$ cat src/rtl/gecko_reg_scoreboard_pkg.sv
// Shared types for the gecko register scoreboard.
// Status encoding, counter type and count->status mapping.
package gecko_reg_scoreboard_pkg;

  localparam int GECKO_SB_COUNTER_WIDTH = 2;

  typedef enum logic [1:0] {
    GECKO_REG_STATUS_VALID   = 2'd0,
    GECKO_REG_STATUS_PENDING = 2'd1,
    GECKO_REG_STATUS_FULL    = 2'd2
  } gecko_reg_status_t;

  typedef logic [GECKO_SB_COUNTER_WIDTH-1:0] gecko_scoreboard_count_t;

  typedef gecko_reg_status_t [31:0] gecko_decode_reg_file_status_t;

  // Width is passed in so the same mapping serves any counter size.
  function automatic gecko_reg_status_t gecko_count_status(
    input logic [7:0]  c,
    input int unsigned w
  );
    logic [7:0] m;
    m = 8'hFF >> (8 - w);
    if (c == 8'd0)
      return GECKO_REG_STATUS_VALID;
    else if (c == m)
      return GECKO_REG_STATUS_FULL;
    return GECKO_REG_STATUS_PENDING;
  endfunction

endpackage

$ cat src/rtl/gecko_reg_scoreboard_entry.sv
// One saturating up/down outstanding-write counter.
// Emits one-cycle over/underflow pulses; clear suppresses them.
module gecko_scoreboard_entry #(
  parameter int W = 2
) (
  input  logic         clk,
  input  logic         rst,
  input  logic         inc,
  input  logic         dec,
  input  logic         clear,
  output logic [W-1:0] count,
  output logic [W-1:0] count_next,
  output logic         over,
  output logic         under
);

  localparam logic [W-1:0] MAX = '1;

  always_comb begin
    count_next = count;
    over       = 1'b0;
    under      = 1'b0;
    if (clear) begin
      count_next = '0;
    end else if (inc && !dec) begin
      if (count == MAX)
        over = 1'b1;
      else
        count_next = count + 1'b1;
    end else if (dec && !inc) begin
      if (count == '0)
        under = 1'b1;
      else
        count_next = count - 1'b1;
    end
  end

  always_ff @(posedge clk or negedge rst) begin
    if (!rst)
      count <= '0;
    else
      count <= count_next;
  end

endmodule

$ cat src/rtl/gecko_reg_scoreboard.sv
// Per-register outstanding-write scoreboard feeding decode.
// Define GECKO_SCOREBOARD_BYPASS_EN for same-cycle retire visibility.
module gecko_reg_scoreboard
  import gecko_reg_scoreboard_pkg::*;
#(
  parameter int COUNTER_WIDTH = GECKO_SB_COUNTER_WIDTH
) (
  input  logic                     clk,
  input  logic                     rst,
  input  logic                     issue_valid,
  input  logic [4:0]               issue_addr,
  input  logic                     retire_valid,
  input  logic [4:0]               retire_addr,
  input  logic                     flush,
  output gecko_reg_status_t [31:0] reg_status,
  output logic [5:0]               pending_count,
  output logic                     idle,
  output logic                     error
);

  localparam int W = COUNTER_WIDTH;

  logic [31:1][W-1:0] cnt;
  logic [31:1][W-1:0] cnt_nxt;
  logic [31:1]        over;
  logic [31:1]        under;
  logic [31:1]        live;
  logic [5:0]         pc_nxt;

  for (genvar i = 1; i < 32; i++) begin : g_ent
    logic inc;
    logic dec;
    assign inc = issue_valid && (issue_addr == 5'(i));
    assign dec = retire_valid && (retire_addr == 5'(i));

    gecko_scoreboard_entry #(.W(W)) u_ent (
      .clk        (clk),
      .rst        (rst),
      .inc        (inc),
      .dec        (dec),
      .clear      (flush),
      .count      (cnt[i]),
      .count_next (cnt_nxt[i]),
      .over       (over[i]),
      .under      (under[i])
    );

    assign live[i] = |cnt_nxt[i];
  end

`ifdef GECKO_SCOREBOARD_BYPASS_EN
  logic [31:0][W-1:0] cnt_all;
  logic [W-1:0]       cnt_sel;
  logic [W-1:0]       cnt_dec;
  assign cnt_all = {cnt, {W{1'b0}}};
  assign cnt_sel = cnt_all[retire_addr];
  assign cnt_dec = (cnt_sel == '0) ? '0 : cnt_sel - 1'b1;
`endif

  always_comb begin
    reg_status[0] = GECKO_REG_STATUS_VALID;
    for (int i = 1; i < 32; i++)
      reg_status[i] = gecko_count_status(8'(cnt[i]), W);
`ifdef GECKO_SCOREBOARD_BYPASS_EN
    // Retiring write is forwarded, so its reader may issue now.
    if (retire_valid && !flush && retire_addr != 5'd0)
      reg_status[retire_addr] = gecko_count_status(8'(cnt_dec), W);
`endif
  end

  always_comb begin
    pc_nxt = '0;
    for (int i = 1; i < 32; i++)
      pc_nxt = pc_nxt + 6'(live[i]);
  end

  always_ff @(posedge clk or negedge rst) begin
    if (!rst) begin
      pending_count <= '0;
      idle          <= 1'b1;
      error         <= 1'b0;
    end else begin
      pending_count <= pc_nxt;
      idle          <= ~|live;
      error         <= error | (|over) | (|under);
    end
  end

endmodule

$ cat config.mk
export PLATFORM = sky130hd
export DESIGN_NAME = gecko_reg_scoreboard
export DESIGN_NICKNAME = d
export VERILOG_FILES = /design/src/rtl/gecko_reg_scoreboard_pkg.sv /design/src/rtl/gecko_reg_scoreboard_entry.sv /design/src/rtl/gecko_reg_scoreboard.sv
export SDC_FILE = /design/constraint.sdc
export NUM_CORES = 1
export LEC_CHECK = 0
export BUFFER_PORTS_ARGS = -buffer_cell sky130_fd_sc_hd__buf_4
export CAP_MARGIN = 40
export CORE_MARGIN = 1
export CORE_UTILIZATION = 47
export DETAILED_ROUTE_END_ITERATION = 8
export GPL_TIMING_DRIVEN = 0
export PLACE_DENSITY = 0.74
export SYNTH_ARGS = -nofsm -noshare
export SYNTH_HDL_FRONTEND = slang
export SYNTH_SLANG_ARGS = --single-unit
$ cat constraint.sdc
create_clock -name clk -period 10.9 [get_ports clk]
set_input_delay 1.635 -clock clk [delete_from_list [all_inputs] [get_ports clk]]
set_output_delay 1.635 -clock clk [all_outputs]
set_load 0.1 [all_outputs]
==> impl_metrics.json <==
{
  "wire_per_inst_um": 19.5,
  "hold_viol_final": 0,
  "drtIter0Drc": 901,
  "dieHeight_um": 138,
  "cts.sinks": 70,
  "grt.busiest_layer": "met2",
  "finalSetupViolations": 0,
  "seq_area_frac_synth_pct": 20.1,
  "wirelength_mm": 26.3,
  "place_congestion": 1.01,
  "maxCapViolations": 0,
  "synthDistinctLibCells": 77,
  "antenna_found_initial": 0,
  "worstMarginPinSlew_ns": 0.829,
  "synth_edf_count": 0,
  "via_per_inst": 5.95,
  "grt_overflow_total": 0,
  "final_common_cell": "ha_1",
  "cts.repair.resized": 0,
  "critPathLaunchType": "input pin",
  "async_reset_ff_share_pct": 100,
  "syn_to_final_growth_pct": 14.5,
  "synth_top_flop_cell": "dfrtp_1",
  "fin_nets": 1348,
  "ys_ff_latch": 70,
  "clock.fmax_ghz": 0.126,
  "skew_ns": 0.00761,
  "ant_nets": 0,
  "rows": 49,
  "fin_crit_sh_pct": 73.0,
  "drcViolationCount": 14,
  "synth_mux_area_share_pct": 2.35,
  "synth_area_um2": 8720,
  "htreeDepth": 3,
  "synth_compound_gate_area_share_pct": 15.8,
  "synthCells": 1020,
  "violations": "DRC",
  "clk_path_buf_depth": 2,
  "p_leak_nw": 4.71,
  "slew_viol_final": 0,
  "grt_pass1_wl_mm": 40.4,
  "path_clk_slew_ns": 0.06,
  "synth_area_per_cell_um2": 8.55,
  "met1_usage_pct": 35.4,
  "ioPinCount": 87,
  "diodes": 0,
  "worst-path-max-fanout": 10,
  "synth_xor_area_share_pct": 0.502,
  "hp-class": "flop to flop",
  "min_period_ns": 7.96,
  "rrSetupSlack_ns": 4.64,
  "initial_utilization_pct": 48.2,
  "first_pass_iters": 9,
  "synth_simple_gate_area_share_pct": 21.4,
  "timing.rr.start": "g_ent[18].u_ent.count[0]",
  "grt_pass1_vias": 7593,
  "rsz0062_at_grt": "false",
  "peakVddDrop_uv": 101,
  "post_cts_buffers": 0,
  "root_buffer": "clkbuf_16",
  "fin_total_pwr_w": 0.000773,
  "hold_start": "error",
  "ys.warnings.count": 0,
  "r2r_end": "pending_count[4]",
  "critical_path_class": "input pin to flop",
  "dieArea_um2": 19100,
  "powerDensity_nw_per_um2": 77.5,
  "crit_path_end_kind": "flop",
  "fp.coreArea_um2": 18100,
  "worstPathRequired_ns": 11.17,
  "whs_endpoint": "error",
  "cts_tree": "built",
  "hold_depth": 1,
  "grt_max_degree": 50,
  "die_w_um": 138,
  "synth_fa_ha_area_share_pct": 33.1,
  "status": "finished, violations left",
  "max_slew_margin_pct": 44.1,
  "drive_above_1_share_pct": 14.2,
  "use_met2_pct": 44.3,
  "hpwl_mm": 21.0,
  "grt.met3_usage_pct": 5.85,
  "hold_buffers": 0,
  "grt_usage_pct": 27.5,
  "cp-startpoint": "issue_addr[1]",
  "vias": 8036,
  "reg2reg_depth": 22,
  "clock_latency_ns": 0.35,
  "final_core_util_pct": 55.2,
  "fin_setup_tns_ns": 0,
  "synth_top_family_by_area": "adder cells",
  "numCtsBuffers": 9,
  "portBuffers": 82,
  "most-common-layout-cells": "ha_1, inv_1, nor2_1",
  "worstPathArrival_ns": 8.23
}
-- where the power goes --
group | switching [W] | internal, W | leakage, nW | total [W]
logic | 0.000129 | 0.0000454 | 3.59 | 0.000175
registers | 0.00000465 | 0.000267 | 0.965 | 0.000272
clock network | 0.000121 | 0.000206 | 0.154 | 0.000326
total | 0.000255 | 0.000518 | 4.71 | 0.000773
-- per-layer routing --
metal | vias up | share of wire [%]
met4 | 0 | 3.8
met1 | 3798 | 40
met3 | 63 | 10
li1 | 3756 | -
met5 | - | 0
met2 | 419 | 46
-- sequential cells by signal (all words and copies together), names as in the netlist --
name               flops
idle                   1
pending_count          6
g_ent.u_ent.count     62
error                  1
-- worst max-delay path, stage by stage --
cell,delay (ns)
clkbuf_2,0.17
nor2b_1,0.40
buf_2,0.37
nand2_1,0.20
nor2_1,0.12
a21oi_1,0.06
o311ai_0,0.70
buf_2,0.28
fa_1,0.39
inv_1,0.09
fa_1,0.41
fa_1,0.52
inv_1,0.05
fa_1,0.49
fa_1,0.54
fa_1,0.53
fa_1,0.46
inv_1,0.08
fa_1,0.21
inv_1,0.05
a21o_1,0.16
a21oi_1,0.17
xnor2_1,0.13
-- per-stage QoR --
| stage | cells | instance area, µm² | worst slack, ns | hold slack (ns) |
|---|---|---|---|---|
| floorplan | 1021 | 8720 | 3.50 | 0.577 |
| global placement | 1332 | 9620 | 2.39 | 0.472 |
| detailed placement | 1334 | 9660 | 2.73 | 0.469 |
| CTS | 1350 | 9980 | 3.03 | 0.485 |
| global route | 1350 | 9980 | 2.68 | 0.499 |
| finish | 1350 | 9980 | 2.94 | 0.483 |
-- cells by family (layout without fill, tap and decap cells) --
logic type                 after synthesis  in the layout
muxes                                   20             20
buffers and inverters                  137            237
DFF                                     70             70
AOI/OAI and AO/OA                      223            223
adders and majority gates              217            217
and+or+nand+nor                        347            347
other                                    1              2
xor gates and xnor gates                 5              5
-- area by class of cell --
type	count	area (µm²)
tap	229	287
clock buffer	10	239
fill	1668	8110
timing repair buffer	84	648
buffer	40	214
clock inverter	6	85.1
inverter	97	364
multi-input combinational	814	6390
sequential	70	1750
-- worst max path at each step --
stage                                  end  slack (ns)  depth (start not counted)
after floorplan           pending_count[4]        3.50                         22
after CTS                 pending_count[4]        3.03                         19
after detailed placement  pending_count[4]        2.73                         19
after global routing      pending_count[4]        2.68                         19
after global placement    pending_count[4]        2.39                         22
final                     pending_count[4]        2.94                         23
-- Yosys cell counts (3+ instances only) --
library cell,number,area (µm²)
a2111oi_0,6,52.6
a211o_1,3,26.3
a211oi_1,24,180
a21o_1,3,22.5
a21oi_1,82,410
a22o_1,3,26.3
a2bb2oi_1,4,35.0
a31oi_1,3,18.8
a32oi_1,3,26.3
and2_1,15,93.8
and4bb_2,3,37.5
buf_2,14,70.1
buf_4,4,30.0
buf_6,4,45.0
clkbuf_1,17,63.8
dfrtp_1,69,1730
fa_1,23,460
ha_1,194,2430
inv_1,97,364
mux2_2,4,45.0
mux2i_1,16,160
nand2_1,66,248
nand2b_1,4,25.0
nand3_1,35,175
nand4_1,24,150
nand4b_1,5,43.8
nand4bb_1,3,33.8
nor2_1,96,360
nor2_2,3,18.8
nor2b_1,4,25.0
nor3_1,42,210
nor4_1,4,25.0
o211ai_1,8,60.1
o21a_1,6,45.0
o21ai_0,48,240
o22ai_1,14,87.6
or2_2,6,37.5
or4_1,4,30.0
xnor2_1,5,43.8
No activity file was read; power rests on OpenSTA's default activity.
